File: config.mk
export PLATFORM = sky130hd
export DESIGN_NAME = reg_dump_uart_flat
export DESIGN_NICKNAME = d
export VERILOG_FILES = /design/src/rtl/reg_dump_uart_pkg.sv /design/src/rtl/reg_dump_uart_if.sv /design/src/rtl/reg_dump_uart_uart_tx.sv /design/src/rtl/reg_dump_uart.sv /design/src/flat_wrapper.sv
export SDC_FILE = /design/constraint.sdc
export NUM_CORES = 1
export LEC_CHECK = 0
export ABC_AREA = 0
export ABC_CLOCK_PERIOD_IN_PS = 9300
export BUFFER_PORTS_ARGS = -buffer_cell sky130_fd_sc_hd__buf_2
export CAP_MARGIN = 0
export CELL_PAD_IN_SITES_DETAIL_PLACEMENT = 0
export CELL_PAD_IN_SITES_GLOBAL_PLACEMENT = 2
export CORE_UTILIZATION = 42
export CTS_CLUSTER_DIAMETER = 150
export DETAILED_ROUTE_END_ITERATION = 8
export PLACE_DENSITY_LB_ADDON = 0.1
export SLEW_MARGIN = 20
export SYNTH_ARGS = -nofsm -noshare
export SYNTH_HDL_FRONTEND = slang
export SYNTH_HIERARCHICAL = 1
export SYNTH_SLANG_ARGS = --single-unit
File: constraint.sdc
create_clock -name clk -period 9.3 [get_ports clk]
set_input_delay 2.325 -clock clk [delete_from_list [all_inputs] [get_ports clk]]
set_output_delay 2.325 -clock clk [all_outputs]
set_load 0.1 [all_outputs]
File: src/rtl/reg_dump_uart_pkg.sv
// Shared definitions for the register-dump UART block.
// Holds the default bit period, the register-index width, the FSM state
// encoding and a helper that picks one byte of a word in send order.
package reg_dump_uart_pkg;

    localparam int CLKS_PER_BIT_DEFAULT = 868;   // 100 MHz / 115200 baud
    localparam int REG_IDX_W            = 5;

    typedef enum logic [2:0] {
        ST_IDLE    = 3'd0,
        ST_ADDR    = 3'd1,
        ST_CAPTURE = 3'd2,
        ST_SEND    = 3'd3,
        ST_NEXT    = 3'd4
    } state_t;

    // Byte idx of a word in big-endian send order (idx 0 = bits 31:24).
    function automatic logic [7:0] word_byte(input logic [31:0] word,
                                             input logic [1:0]  idx);
        logic [7:0] b;
        b = word[7:0];
        case (idx)
            2'd0: b = word[31:24];
            2'd1: b = word[23:16];
            2'd2: b = word[15:8];
            2'd3: b = word[7:0];
            default: b = word[7:0];
        endcase
        return b;
    endfunction

endpackage

File: src/rtl/reg_dump_uart_if.sv
// Bus bundle between the dump engine and its surroundings.
//   start   : single-cycle dump request (host -> engine)
//   rd_addr : register-file read address (engine -> register file)
//   rd_data : combinational read data for rd_addr (register file -> engine)
//   tx      : UART serial line, idle high (engine -> pin)
//   busy    : dump in progress
//   done    : one-cycle pulse when the dump has finished
// slave is the engine's view, master the host/register-file view.
interface reg_dump_uart_if;
    import reg_dump_uart_pkg::*;

    logic                 start;
    logic [REG_IDX_W-1:0] rd_addr;
    logic [31:0]          rd_data;
    logic                 tx;
    logic                 busy;
    logic                 done;

    modport master (output start, rd_data, input rd_addr, tx, busy, done);
    modport slave  (input start, rd_data, output rd_addr, tx, busy, done);
endinterface

File: src/rtl/reg_dump_uart_uart_tx.sv
// 8N1 UART transmitter.
//   clk, reset : clock, async active-high reset
//   data       : byte to send, taken when valid && ready
//   valid      : byte offered
//   tx         : serial line, high when idle
//   ready      : a new byte may be taken this cycle
// ready is also raised in the final cycle of the stop bit, so a byte offered
// then starts its start bit with no idle gap.
module uart_tx
    import reg_dump_uart_pkg::*;
#(
    parameter int CLKS_PER_BIT = CLKS_PER_BIT_DEFAULT
) (
    input  logic       clk,
    input  logic       reset,
    input  logic [7:0] data,
    input  logic       valid,
    output logic       tx,
    output logic       ready
);
    localparam int               CNT_W    = $clog2(CLKS_PER_BIT);
    localparam logic [CNT_W-1:0] BIT_LAST = CNT_W'(CLKS_PER_BIT - 1);

    logic             active;
    logic [9:0]       frame;      // {stop, data[7:0], start}, shifted out LSB first
    logic [3:0]       bits_left;
    logic [CNT_W-1:0] bit_cnt;    // down-counter, bit ends at terminal count 0

    assign ready = !active || (bits_left == 4'd0 && bit_cnt == '0);
    assign tx    = active ? frame[0] : 1'b1;

    always_ff @(posedge clk or posedge reset) begin
        if (reset) begin
            active    <= 1'b0;
            frame     <= '0;
            bits_left <= '0;
            bit_cnt   <= '0;
        end else if (ready && valid) begin
            active    <= 1'b1;
            frame     <= {1'b1, data, 1'b0};
            bits_left <= 4'd9;
            bit_cnt   <= BIT_LAST;
        end else if (active) begin
            if (bit_cnt != '0) begin
                bit_cnt <= bit_cnt - CNT_W'(1);
            end else if (bits_left != 4'd0) begin
                frame     <= {1'b1, frame[9:1]};
                bits_left <= bits_left - 4'd1;
                bit_cnt   <= BIT_LAST;
            end else begin
                active <= 1'b0;
            end
        end
    end
endmodule

File: src/rtl/reg_dump_uart.sv
// Register dump over UART: on start, reads registers FIRST_REG..LAST_REG
// one at a time and sends each 32-bit word as four 8N1 bytes, MSB byte first.
//   clk, reset : clock, async active-high reset
//   bus        : reg_dump_uart_if.slave (start, rd_addr, rd_data, tx, busy, done)
//
// state   | meaning
// --------+-------------------------------------------------------------
// IDLE    | waiting for start; rd_addr = 0
// ADDR    | rd_addr driven with the current index, read data settling
// CAPTURE | word snapshotted, byte 0 handed to the transmitter
// SEND    | bytes 1..3 handed over as the transmitter frees up
// NEXT    | last stop bit finished; step index or finish (done pulse)
module reg_dump_uart
    import reg_dump_uart_pkg::*;
#(
    parameter int CLKS_PER_BIT = CLKS_PER_BIT_DEFAULT,
    parameter int FIRST_REG    = 1,
    parameter int LAST_REG     = 31
) (
    input  logic             clk,
    input  logic             reset,
    reg_dump_uart_if.slave   bus
);
    localparam logic [REG_IDX_W-1:0] FIRST_IDX = REG_IDX_W'(FIRST_REG);
    localparam logic [REG_IDX_W-1:0] LAST_IDX  = REG_IDX_W'(LAST_REG);

    state_t               state, state_nxt;
    logic [REG_IDX_W-1:0] index, index_nxt;
    logic [31:0]          snapshot, snapshot_nxt;
    logic [1:0]           byte_cnt, byte_cnt_nxt;   // byte currently in flight
    logic                 tx_valid, tx_ready;
    logic [7:0]           tx_data;

    uart_tx #(.CLKS_PER_BIT(CLKS_PER_BIT)) u_uart_tx (
        .clk   (clk),
        .reset (reset),
        .data  (tx_data),
        .valid (tx_valid),
        .tx    (bus.tx),
        .ready (tx_ready)
    );

    always_ff @(posedge clk or posedge reset) begin
        if (reset) begin
            state    <= ST_IDLE;
            index    <= '0;
            snapshot <= '0;
            byte_cnt <= '0;
        end else begin
            state    <= state_nxt;
            index    <= index_nxt;
            snapshot <= snapshot_nxt;
            byte_cnt <= byte_cnt_nxt;
        end
    end

    always_comb begin
        state_nxt    = state;
        index_nxt    = index;
        snapshot_nxt = snapshot;
        byte_cnt_nxt = byte_cnt;
        tx_valid     = 1'b0;
        tx_data      = word_byte(snapshot, byte_cnt + 2'd1);
        case (state)
            ST_IDLE: begin
                if (bus.start) begin
                    index_nxt = FIRST_IDX;
                    state_nxt = ST_ADDR;
                end
            end
            ST_ADDR: state_nxt = ST_CAPTURE;
            ST_CAPTURE: begin
                // Byte 0 leaves straight from the read port (same value being
                // latched) to keep the inter-word gap short.
                snapshot_nxt = bus.rd_data;
                byte_cnt_nxt = 2'd0;
                tx_valid     = 1'b1;
                tx_data      = bus.rd_data[31:24];
                state_nxt    = ST_SEND;
            end
            ST_SEND: begin
                if (tx_ready) begin
                    if (byte_cnt == 2'd3) begin
                        state_nxt = ST_NEXT;
                    end else begin
                        tx_valid     = 1'b1;
                        byte_cnt_nxt = byte_cnt + 2'd1;
                    end
                end
            end
            ST_NEXT: begin
                if (index == LAST_IDX) begin
                    index_nxt = '0;
                    state_nxt = ST_IDLE;
                end else begin
                    index_nxt = index + REG_IDX_W'(1);
                    state_nxt = ST_ADDR;
                end
            end
            default: state_nxt = ST_IDLE;
        endcase
    end

    assign bus.rd_addr = index;
    assign bus.busy    = (state != ST_IDLE);
    assign bus.done    = (state == ST_NEXT) && (index == LAST_IDX);
endmodule

File: src/flat_wrapper.sv
// flat-port wrapper written by rule: the top's interface ports become plain ports
module reg_dump_uart_flat import reg_dump_uart_pkg::*;
#(
    parameter int CLKS_PER_BIT = CLKS_PER_BIT_DEFAULT,
    parameter int FIRST_REG    = 1,
    parameter int LAST_REG     = 31
)
  (clk, reset, bus_start, bus_rd_data, bus_rd_addr, bus_tx, bus_busy, bus_done);
  reg_dump_uart_if bus_i ();
  input  logic clk;
  input  logic reset;
  input wire logic [$bits(bus_i.start)-1:0] bus_start;
  input wire logic [$bits(bus_i.rd_data)-1:0] bus_rd_data;
  output wire logic [$bits(bus_i.rd_addr)-1:0] bus_rd_addr;
  output wire logic [$bits(bus_i.tx)-1:0] bus_tx;
  output wire logic [$bits(bus_i.busy)-1:0] bus_busy;
  output wire logic [$bits(bus_i.done)-1:0] bus_done;
  assign bus_i.start = bus_start;
  assign bus_i.rd_data = bus_rd_data;
  assign bus_rd_addr = bus_i.rd_addr;
  assign bus_tx = bus_i.tx;
  assign bus_busy = bus_i.busy;
  assign bus_done = bus_i.done;
  reg_dump_uart #(.CLKS_PER_BIT(CLKS_PER_BIT), .FIRST_REG(FIRST_REG), .LAST_REG(LAST_REG)) u_core (.clk(clk), .reset(reset), .bus(bus_i));
endmodule
* After elaboration in Yosys (flattened, before gate mapping) *
Index checks and enable logic that the tools add are counted.

word-level totals
  input port bits = 35
  flip-flop bits (word level) = 67
  logic and storage cells = 81
  output and inout bits = 8

operators by class
  add/sub/neg operators = 4
  equal/unequal tests = 14
  reductions and logical operators = 22
  muxes and demuxes = 33

operators by type and width
  kind                     number
  $mux W10                 8
  $pmux W8 S4              1
  $mux W4                  4
  $pmux W3 S5              1
  $logic_not A10 Y1        1
  $mux W5                  2
  $pmux W5 S2              1
  $reduce_bool A10 Y1      1
  $sub A10 B1 Y10 const B  1
  $mux W3                  3
  $reduce_and A3 Y1        3
  $mux W1                  8
  $mux W8                  1
  $ne A2 B2 Y1 const B     4
  $reduce_bool A2 Y1       4
  $eq A2 B2 Y1 const B     3
  $eq A3 B2 Y1 const B     2
  $reduce_bool A3 Y1       2
  $add A5 B1 Y5 const B    1
  $eq A5 B5 Y1 const B     1
  $logic_not A4 Y1         1
  $mux W2                  2
  $pmux W2 S2              1
  $reduce_and A2 Y1        2
  other kinds (13)         15

* Depth between registers and ports, before layout *
Gate-level depths: netlist of run 1.

  depth in word-level cells = 8
  mapped depth = 11
  depth with buffers taken out = 9

* Cells and area by module *
The synthesis of run 1 kept the hierarchy.

modules (own cells, without submodules)
  module         area an instance (um^2)  instances  seq. area each (um^2)  cells each
  reg_dump_uart  2193.4                   1          1051.0                 168
  uart_tx        1385.1                   1          625.6                  131

* Worst setup path after synthesis of run 1 *
Ideal clock, no wire load.

  path kind = register to output
  from = register u_core.index[0], in the netlist u_core/bus.rd_addr[0]
  to = output port bus_done
  required time = 6975 ps
  slack = 4609 ps
  cell stages (with the launch flop) = 5
  buffers on the path = 0
  arrival = 2366 ps
  path through = dfrtp_1 ha_1 and3_1 ha_1 and3_1

between the ends
  word-level cells in the longest chain between the ends = 2

ends and longest elaborated chain
  element                   line                  source
  start: declaration        reg_dump_uart.sv:28   logic [REG_IDX_W-1:0] index, index_nxt;
  start signal: assignment  reg_dump_uart.sv:51   index <= index_nxt;
  $eq A5 B5 Y1              reg_dump_uart.sv:106  assign bus.done = (state == ST_NEXT) && (index == LAST_IDX);
  $logic_and A1 B1 Y1       reg_dump_uart.sv:106
  end: declaration          flat_wrapper.sv:17    output wire logic [$bits(bus_i.done)-1:0] bus_done;

No other way between the ends.

* Final worst setup path of run 1 *
Ends and elaborated chain as after synthesis.

==> run metrics, run 1 <==
run status=complete, no violations; Tot GR Track Use=18.4%; global routing usage on met2=26.8%; total wire length=around 7400 um; clk buf depth=2; clock slew at reported path FFs=roughly 0.080 ns; Synth cell types=58; CTS Sinks=67; io pins=43; Post-Synthesis Cells=between 200 and 300; startpoint types=register; root buffer cell=clkbuf_8; GR Util met3=2.99%; slowest cell delay on critical path=between 0.4 and 0.5 ns; GR Util met1=approximately 27%; worst-path fanout max=5; die area=8890 um^2; layout cells sized above 1=roughly 30%; Post-CTS Setup Inserts=0; iteration-0 DRC count of the detailed router=about 100; worst hold path type=reg -> reg; setup TNS=0 ns; min cycle time layout=4.22 ns; critical path's slowest cell=dfrtp_1; # setup viols final=0; Die Ht=roughly 94 um; critical path required time=6.98 ns; antenna violations before repair=0; H-tree levels=3; Multi-input gate area=1710 um^2; largest net degree at the start of global routing=43; Post-synth top flop=dfrtp_1; CP top delay family=flip-flops; num rows=33; actual slew at the worst max-slew pin=0.959 ns; FF+latch count, synth=67; FILL cells=~760; Congestion Overflow GR=0; Post-synth EDFFs=0; Core Region=8220 um^2; Hold Path Depth=1; Mapped Area=3580 um^2; Critical Path, Cell by Cell=ha_1, and3_1, ha_1, and3_1, buf_2; detailed-route wire length per cell=16.6 um; GP Congestion=0.695; fmax=237 MHz; P&R area growth vs syn=13.7%; yosys warns=6; leading cell type in the layout, fill and taps excluded=dfrtp_1; CTS Buf Count=9; Routed Antenna Nets=0; post_cts resized=0; Max Cap Viol=0; number of vias per cell=5.47; leakage=1.94 nW; Bufs and invs on worst path=1; WP depth=5; First-pass DRT Iterations=8; Vias=approximately 2400; Post-Syn Area per Cell=12.0 um^2; fin crit share=45.4%; nets@finish=379; Syn Nets=344; Async SR Flop Fraction=between 90% and 100%; CTS tree=done; first-pass GRT wire length=12400 um; Worst VDD drop=0.0862 mV; Register-to-Register Path Depth=9; DPL Wire Length=4980 um; sequential fraction of the synthesis area=46.9%; worst rel slew slack=35.7%; ant diodes=0; Clk Latency, worst-skew pair=0.33 ns; CP Class=reg -> out; Chip Width=between 90 and 100 um; vias in the first global route=2416; global route hottest layer=met1; clock skew=between 0.01 and 0.015 ns; RSZ-0062 raised after global routing=no; Tot Pwr=0.657 mW; Power per Cell Area=161 nW/um^2; Storage cell area=around 1700 um^2; Starting Density=43.6%; final hold violation count=0; DRC violations left=0; CTS Hold Bufs=0; most frequent cells in the layout=dfrtp_1, buf_2, mux2_4; element type at the critical path end=output port; Slew Viols, Final=0; port bufs=between 40 and 50; signal arrival time at the worst endpoint=about 1.9 ns
[power by group]
group	total [mW]	internal [mW]	switching, mW
registers	0.305	0.300	0.00516
clock network	0.320	0.205	0.115
logic	0.0319	0.0190	0.0129
[per-stage QoR]
| stage | cells | hold slack (ns) | utilization [%] | area [um^2] | setup slack [ns] |
|---|---|---|---|---|---|
| global route | 443 | 0.501 | 49.5 | 4070 | 4.94 |
| floorplan | 299 | 0.425 | - | 3580 | 4.61 |
| detailed placement | 428 | 0.460 | 46.4 | 3810 | 5.45 |
| CTS | 443 | 0.477 | 49.5 | 4070 | 5.06 |
| finish | 443 | 0.470 | 49.5 | 4070 | 5.08 |
| global placement | 428 | 0.442 | 46.4 | 3810 | 5.46 |
[worst register-to-register path, stage by stage, from the launching register on]
cell and delay [ns]:
dfrtp_1 0.38, inv_1 0.11, ha_1 0.16, or3b_2 0.51, o41ai_4 0.44, nor2b_1 0.30, o21a_1 0.36, a21o_1 0.36
nand2_4 0.17, a221o_1 0.40
[area by class of cell]
cell class	instances	share of cell area, %
clock buffers	9	3.04
clock inverters	6	3.38
inverters	17	1.57
multi-input cells	195	42.1
flip-flops and latches	67	41.2
well taps	105	3.23
repair buffers	44	5.53
[registers in the layout, indices dropped and copies added (netlist names)]
| signal | flops |
|---|---|
| u_core/bus.rd_addr | 5 |
| u_core/byte_cnt | 2 |
| u_core/snapshot | 32 |
| u_core/state | 3 |
| u_core/u_uart_tx/active | 1 |
| u_core/u_uart_tx/bit_cnt | 10 |
| u_core/u_uart_tx/bits_left | 4 |
| u_core/u_uart_tx/frame | 10 |
[layer usage]
metal | part of all wire, % | up-vias | wire [um]
met5 | 0 | - | 0
met4 | 1.2 | 0 | 85
met3 | 2.5 | 8 | 186
met2 | 46 | 37 | 3380
met1 | 50 | 1191 | 3720
li1 | - | 1186 | -
[synth_stat cells (2+ instances only)]
| master | n | area [um^2] |
|---|---|---|
| a21boi_0 | 2 | 15.0 |
| a21o_1 | 3 | 22.5 |
| a21oi_1 | 5 | 25.0 |
| a221o_1 | 6 | 60.1 |
| a222oi_1 | 8 | 80.1 |
| a32o_1 | 3 | 30.0 |
| and2_1 | 10 | 62.6 |
| and3_1 | 10 | 62.6 |
| buf_1 | 2 | 7.51 |
| buf_2 | 2 | 10.0 |
| buf_6 | 6 | 67.6 |
| clkbuf_1 | 9 | 33.8 |
| dfrtp_1 | 67 | 1680 |
| ha_1 | 10 | 125 |
| inv_1 | 17 | 63.8 |
| mux2_4 | 32 | 480 |
| mux2i_1 | 3 | 30.0 |
| nand2_1 | 8 | 30.0 |
| nand2b_1 | 5 | 31.3 |
| nand3_1 | 4 | 20.0 |
| nand4_1 | 2 | 12.5 |
| nor2_1 | 7 | 26.3 |
| nor2b_1 | 2 | 12.5 |
| nor3_1 | 7 | 35.0 |
| o21a_1 | 2 | 15.0 |
| o21ai_0 | 12 | 60.1 |
| o2bb2ai_1 | 10 | 87.6 |
| o31a_1 | 3 | 26.3 |
| o31ai_1 | 4 | 30.0 |
| or3_1 | 5 | 31.3 |
| or4_1 | 4 | 30.0 |
| or4_4 | 2 | 22.5 |
| xor2_1 | 2 | 17.5 |
[final timing paths]
kind | slack (ns) | to | from
hold / removal | 0.47 | u_core/u_uart_tx/bit_cnt[9]$_DFFE_PP0P_ | u_core/u_uart_tx/bit_cnt[9]$_DFFE_PP0P_
max in group asynchronous | 6.76 | u_core/u_uart_tx/bit_cnt[5]$_DFFE_PP0P_ | reset
min in group asynchronous | 2.09 | u_core/u_uart_tx/bit_cnt[8]$_DFFE_PP0P_ | reset
setup / recovery | 5.08 | bus_done | u_core/bus.rd_addr[0]$_DFFE_PP0P_
setup reg to reg | 5.99 | u_core/u_uart_tx/frame[5]$_DFFE_PP0P_ | u_core/u_uart_tx/bits_left[0]$_DFFE_PP0P_
hold reg to reg | 0.47 | u_core/u_uart_tx/bit_cnt[9]$_DFFE_PP0P_ | u_core/u_uart_tx/bit_cnt[9]$_DFFE_PP0P_
[cell families after synthesis]
logic type / synth area share [%]
simple gates: 12.6
xor+xnor: 0.734
fa+ha+maj: 3.50
compound gates: 16.5
mux: 14.6
flops: 46.9
buf+inv: 5.31
(Power assumes the default switching activity.)
==> inputs of run 2 (changes only) <==
ABC_CLOCK_PERIOD_IN_PS = 3500   (was 9300)
CORE_UTILIZATION = 35   (was 42)
clock period = 3.5 ns   (was 9.3 ns; I/O delays follow)
==> run metrics, run 2 (same netlist as run 1, synthesis figures left out) <==
worst rel slew slack=46.0% (was 35.7%); io pins=43 (unchanged); Vias=2443 (was 2422); Chip Width=103 um (was 94.3 um); # setup viols final=0 (unchanged); number of vias per cell=5.14 (was 5.47); worst-path fanout max=12 (was 5); CP Class=reg -> reg (was reg -> out); CTS Buf Count=9 (unchanged); CTS Sinks=67 (unchanged); DRC violations left=0 (unchanged); max reg flops=32 (unchanged); Power per Cell Area=382 nW/um^2 (was 161 nW/um^2); detailed-route wire length per cell=16.7 um (was 16.6 um); Slew Viols, Final=0 (unchanged); die area=10600 um^2 (was 8890 um^2); ant diodes=0 (unchanged); CTS tree=done (unchanged); critical path's slowest cell=or3b_2 (was dfrtp_1); Starting Density=36.4% (was 43.6%); clk buf depth=2 (unchanged); Regs by FF count=u_core/snapshot: 32 flops, u_core/u_uart_tx/bit_cnt: 10 flops, u_core/u_uart_tx/frame: 10 flops (unchanged); setup TNS=0 ns (unchanged); FILL cells=1003 (was 755); element type at the critical path end=register (was output port); Routed Antenna Nets=0 (unchanged); clock skew=0.0101 ns (was 0.0134 ns); slowest cell delay on critical path=0.51 ns (was 0.42 ns); vias in the first global route=2507 (was 2416); actual slew at the worst max-slew pin=0.804 ns (was 0.959 ns); post_cts resized=0 (unchanged); Clk Latency, worst-skew pair=0.34 ns (was 0.33 ns); run status=complete, no violations (unchanged); Post-CTS Setup Inserts=0 (unchanged); clock slew at reported path FFs=0.08 ns (about the same); min cycle time layout=2.95 ns; final hold violation count=0 (unchanged); DPL Wire Length=5520 um (was 4980 um); total wire length=7950 um (was 7370 um); largest net degree at the start of global routing=32 (was 43); Die Ht=103 um (was 94.3 um); startpoint types=register (unchanged); GP Congestion=0.746 (was 0.695); iteration-0 DRC count of the detailed router=96 (was 101); Core Region=9820 um^2 (was 8220 um^2); worst hold path type=in -> async (was reg -> reg); leakage=1.92 nW (was 1.94 nW); antenna violations before repair=1 (was 0); fin util=41.4% (was 49.5%); critical path required time=3.72 ns (was 6.98 ns); fin crit share=84.4%; RSZ-0062 raised after global routing=no (unchanged); first-pass GRT wire length=13100 um (was 12400 um); First-pass DRT Iterations=4 (was 8); most frequent cells in the layout=dfrtp_1, buf_2, mux2_4 (unchanged); Critical Path, Cell by Cell=inv_1, ha_1, or3b_2, o41ai_4, nor2b_1, o21a_1, a21o_1, nand2_4, a221o_1 (was ha_1, and3_1, ha_1, and3_1, buf_2); fmax=339 MHz; signal arrival time at the worst endpoint=3.18 ns (was 1.90 ns); Max Cap Viol=0 (unchanged); CTS Hold Bufs=0 (unchanged); nets@finish=382 (was 379); H-tree levels=3 (unchanged); P&R area growth vs syn=13.7% (about the same); Congestion Overflow GR=0 (unchanged); leading cell type in the layout, fill and taps excluded=dfrtp_1 (unchanged); layout cells sized above 1=30.7% (was 29.9%); root buffer cell=clkbuf_8 (unchanged); Worst VDD drop=0.209 mV (was 0.0862 mV); largest reg by FF count=u_core/snapshot (unchanged); num rows=36 (was 33); port bufs=42 (unchanged); Tot GR Track Use=16.8% (was 18.4%)
## run 2: changes by cell type in the layout (fill, tap and decap cells not counted)
cell | previous run | this run
buf_4 | 2 | 5
bufinv_16 | 4 | 1
clkbuf_1 | 0 | 1
clkbuf_8 | 9 | 10
clkinv_4 | 1 | 0
clkinvlp_4 | 0 | 3
inv_1 | 16 | 15
inv_2 | 0 | 1
## run 2: layout make-up
class	instances	area [um^2]	area share, %
multi-input cells	195	1710	42.1
flip-flops and latches	67	1680	41.2
repair buffers	47	248	6.09
well taps	133	166	4.09
clock buffers	11	141	3.47
inverters	17	63.8	1.57
clock inverters	5	61.3	1.51
## run 2: per-layer routing
metal | share of wire [%] | global-route usage, %
met2 | 46 | 25.9
met1 | 49 | 22.9
met4 | 0.91 | 6.28
met5 | 0.13 | 0
met3 | 3.4 | 4.00
## run 2: worst paths after layout
kind	slack, ns	depth (start not counted)	start	endpoint
setup / recovery	0.55	9	u_core/u_uart_tx/bits_left[0]$_DFFE_PP0P_	u_core/u_uart_tx/frame[8]$_DFFE_PP0P_
hold / removal	0.49	2	reset	u_core/bus.rd_addr[2]$_DFFE_PP0P_
setup reg to reg	0.55	9	u_core/u_uart_tx/bits_left[0]$_DFFE_PP0P_	u_core/u_uart_tx/frame[8]$_DFFE_PP0P_
hold reg to reg	0.49	1	u_core/u_uart_tx/bit_cnt[9]$_DFFE_PP0P_	u_core/u_uart_tx/bit_cnt[9]$_DFFE_PP0P_
max in group asynchronous	2.28	3	reset	u_core/snapshot[18]$_DFFE_PP0P_
min in group clk	0.49	1	u_core/u_uart_tx/bit_cnt[9]$_DFFE_PP0P_	u_core/u_uart_tx/bit_cnt[9]$_DFFE_PP0P_
## run 2: power breakdown
group / switching (mW) / internal, mW / total (mW)
clock network: 0.308 / 0.351 / 0.659
logic: 0.0348 / 0.0505 / 0.0853
registers: 0.0138 / 0.797 / 0.811
## run 2: metrics by stage
step | std cells | instance area (um^2) | total power [mW] | setup slack [ns] | hold WS [ns]
2_1_floorplan | 299 | 3580 | 0.875 | 0.259 | 0.425
3_3_place_gp | 459 | 3870 | 0.912 | 0.685 | 0.465
3_5_place_dp | 459 | 3870 | 0.914 | 0.599 | 0.463
4_1_cts | 475 | 4070 | 1.59 | 0.531 | 0.477
5_1_grt | 475 | 4070 | 1.64 | 0.309 | 0.492
6_report | 475 | 4070 | 1.56 | 0.547 | 0.487
## run 2: critical path, delay by kind of cell (launching register included)
family	cells	cell delay, ns
DFF	1	0.39
AOI/OAI and AO/OA	4	1.23
buffers and inverters	1	0.10
adders and majority gates	1	0.14
and+or+nand+nor	3	0.97
==> inputs of run 3 (changes only) <==
ABC_AREA = 1   (was 0)
ABC_CLOCK_PERIOD_IN_PS = 3000   (was 3500)
CORE_UTILIZATION = 34   (was 35)
clock period = 3 ns   (was 3.5 ns; I/O delays follow)
==> run metrics, run 3 <==
io pins=43 (unchanged); Bufs and invs on worst path=2 (was 1); Tot GR Track Use=16.5% (was 16.8%); Starting Density=35.0% (was 36.4%); sw frac=23.1% (was 22.9%); adder-cell area share of the yosys netlist=3.47% (was 3.50%); leading cell type in the layout, fill and taps excluded=nand2_1 (was dfrtp_1); die area=11000 um^2 (was 10600 um^2); signal arrival time at the worst endpoint=1.91 ns (was 3.18 ns); startpoint types=register (unchanged); Max Cap Viol=0 (unchanged); Critical Path, Cell by Cell=ha_1, nand2_1, nor2_1, ha_1, inv_1, nor2_4, buf_2 (was inv_1, ha_1, or3b_2, o41ai_4, nor2b_1, o21a_1, a21o_1, nand2_4, a221o_1); clk buf depth=2 (unchanged); detailed-route wire length per cell=12.4 um (was 16.7 um); yosys warns=6 (unchanged); Die Ht=105 um (was 103 um); antenna violations before repair=0 (was 1); FILL cells=1137 (was 1003); most frequent cells in the layout=nand2_1, dfrtp_1, inv_1 (was dfrtp_1, buf_2, mux2_4); largest net degree at the start of global routing=43 (was 32); nets@finish=564 (was 382); Congestion Overflow GR=0 (unchanged); iteration-0 DRC count of the detailed router=96 (unchanged); Synth cell types=33 (was 58); post-synthesis mux area share=0% (was 14.6%); CP top delay family=buffers and inverters (was compound AO/OA/AOI/OAI gates); Multi-input gate area=1630 um^2 (was 1710 um^2); first-pass GRT wire length=14300 um (was 13100 um); Post-Synthesis Cells=477 (was 299); Synth area leaders=dfrtp_1, nand2_1, inv_1 (was dfrtp_1, mux2_4, ha_1); fmax=between 300 and 400 MHz; design area=4090 um^2 (was 4070 um^2); Worst VDD drop=0.155 mV (was 0.209 mV); Post-Synth Simple-Gate Area=35.2% (was 12.6%); H-tree levels=3 (unchanged); Synth Area in Compound Gates=4.79% (was 16.5%); CTS Hold Bufs=0 (unchanged); vias in the first global route=2964 (was 2507); Chip Width=105 um (was 103 um); worst rel slew slack=62.2% (was 46.0%); Int Pwr=1.35 mW (was 1.20 mW); share of the synthesized area in the top cell type=46.6% (was 46.9%); clock skew=0.0126 ns (was 0.0101 ns); CTS tree=done (unchanged); Post-Syn Area per Cell=7.55 um^2 (was 12.0 um^2); Regs by FF count=u_core/snapshot: 32 flops, u_core/u_uart_tx/bit_cnt: 10 flops, u_core/u_uart_tx/frame: 10 flops (unchanged); Post-CTS Setup Inserts=0 (unchanged); Sw Pwr=0.403 mW (was 0.357 mW); Storage cell area=1680 um^2 (unchanged); largest reg by FF count=u_core/snapshot (unchanged); combinational share of power=5.0% (was 5.5%); clock slew at reported path FFs=0.08 ns (about the same); Clk pwr share=41.0% (was 42.4%); sequential fraction of the synthesis area=46.6% (was 46.9%); number of vias per cell=4.56 (was 5.14); WP depth=7 (was 9); sequential share of power=54.1% (was 52.1%); synth cell count leaders=nand2_1, dfrtp_1, inv_1 (was dfrtp_1, mux2_4, inv_1); post-synth top area cell=dfrtp_1 (unchanged); element type at the critical path end=output port (was register); Mapped Area=3600 um^2 (was 3580 um^2); post_cts resized=0 (unchanged); CP Class=reg -> out (was reg -> reg); DPL Wire Length=5650 um (was 5520 um); worst hold path type=in -> async (unchanged); Slew Viols, Final=0 (unchanged); FF+latch count, synth=67 (unchanged); final hold violation count=0 (unchanged); leakage=2.16 nW (was 1.92 nW); setup TNS=0 ns (unchanged); critical path's slowest cell=dfrtp_1 (was or3b_2); ant diodes=0 (unchanged); CTS Sinks=67 (unchanged); slowest cell delay on critical path=0.43 ns (was 0.51 ns); fin crit share=about nine tenths; actual slew at the worst max-slew pin=0.567 ns (was 0.804 ns); min cycle time layout=2.66 ns; Post-synth EDFFs=0 (unchanged); Core Region=10300 um^2 (was 9820 um^2); root buffer cell=clkbuf_8 (unchanged); Clk Latency, worst-skew pair=0.34 ns (about the same); total wire length=8200 um (was 7950 um); Async SR Flop Fraction=100% (unchanged); worst-path fanout max=6 (was 12); RSZ-0062 raised after global routing=no (unchanged); port bufs=42 (unchanged); placed cell area=3920 um^2 (was 3870 um^2); run status=complete, no violations (unchanged); critical path required time=2.25 ns (was 3.72 ns); Cell Count, Final, Fillers Out=659 (was 475); XOR/XNOR Fraction of Synth Area=1.46% (was 0.734%); GP Congestion=0.753 (was 0.746); placed insts=644 (was 459); Routed Antenna Nets=0 (unchanged); most numerous cell in the Yosys netlist=nand2_1 (was dfrtp_1); num rows=37 (was 36); Power per Cell Area=427 nW/um^2 (was 382 nW/um^2); largest family of logic cells by synthesized area=simple AND/OR/NAND/NOR gates (was compound AO/OA/AOI/OAI gates); max reg flops=32 (unchanged); Vias=3002 (was 2443); most used cell, CP=ha_1; Min Hold Slack=0.468 ns (was 0.487 ns); DRC violations left=0 (unchanged); P&R area growth vs syn=13.6% (was 13.7%); Register-to-Register Path Depth=19 (was 9); Syn Nets=522 (was 344); layout cells sized above 1=16.6% (was 30.7%); Post-synth top flop=dfrtp_1 (unchanged); CTS Buf Count=9 (unchanged); # setup viols final=0 (unchanged); First-pass DRT Iterations=4 (unchanged)
==> run 3: per-layer routing <==
metal  global-route usage [%]  vias up  wire length (um)
li1                         -     1550                 -
met1                     23.1     1386              4050
met2                     25.7       56              3750
met3                     2.37       10               294
met4                     6.64        0               105
met5                        0        -                 0
==> run 3: power by group through the flow <==
stage / clock network (mW) / logic, mW / registers (mW)
2_1_floorplan: 0 / 0.0500 / 0.959
3_3_place_gp: 0 / 0.0893 / 0.962
3_5_place_dp: 0 / 0.0906 / 0.962
4_1_cts: 0.755 / 0.0907 / 0.945
5_1_grt: 0.786 / 0.103 / 0.949
6_report: 0.716 / 0.0868 / 0.945
==> run 3: final cells by class <==
cell class | count | share of cell area [%]
inverters | 54 | 5.11
clock inverters | 3 | 0.979
repair buffers | 45 | 5.69
well taps | 136 | 4.16
flip-flops and latches | 67 | 41.0
clock buffers | 12 | 3.30
multi-input cells | 342 | 39.8
==> run 3: through the flow <==
stage | setup slack, ns | total power, mW | util (%)
after floorplan | 0.0574 | 1.01 | -
after global placement | 0.592 | 1.05 | 38.1
after detailed placement | 0.531 | 1.05 | 38.1
after CTS | 0.287 | 1.79 | 39.8
after global routing | 0.178 | 1.84 | 39.8
final | 0.338 | 1.75 | 39.8
==> run 3: logic make-up (layout without fill, tap and decap cells) <==
family,after synthesis,after routing
AO/OA/AOI/OAI,32,32
XOR/XNOR,6,6
adder cells (fa/ha/maj),10,10
buffers and inverters,68,114
flip-flops,67,67
AND/OR/NAND/NOR,294,294
==> run 3: worst paths after layout <==
kind	from	endpoint	slack (ns)
setup / recovery	u_core/bus.rd_addr[0]$_DFFE_PP0P_	bus_done	0.34
hold / removal	reset	u_core/u_uart_tx/bit_cnt[1]$_DFFE_PP0P_	0.47
setup reg to reg	u_core/u_uart_tx/bit_cnt[1]$_DFFE_PP0P_	u_core/u_uart_tx/bits_left[3]$_DFFE_PP0P_	0.53
hold reg to reg	u_core/u_uart_tx/frame[9]$_DFFE_PP0P_	u_core/u_uart_tx/frame[9]$_DFFE_PP0P_	0.47
max in group asynchronous	reset	u_core/snapshot[24]$_DFFE_PP0P_	2.05
min in group clk	u_core/u_uart_tx/frame[9]$_DFFE_PP0P_	u_core/u_uart_tx/frame[9]$_DFFE_PP0P_	0.47
==> run 3: tightest hold or removal path, cell delays in order <==
cell and delay, ns:
buf_2 0.10, inv_1 0.04, buf_4 0.32
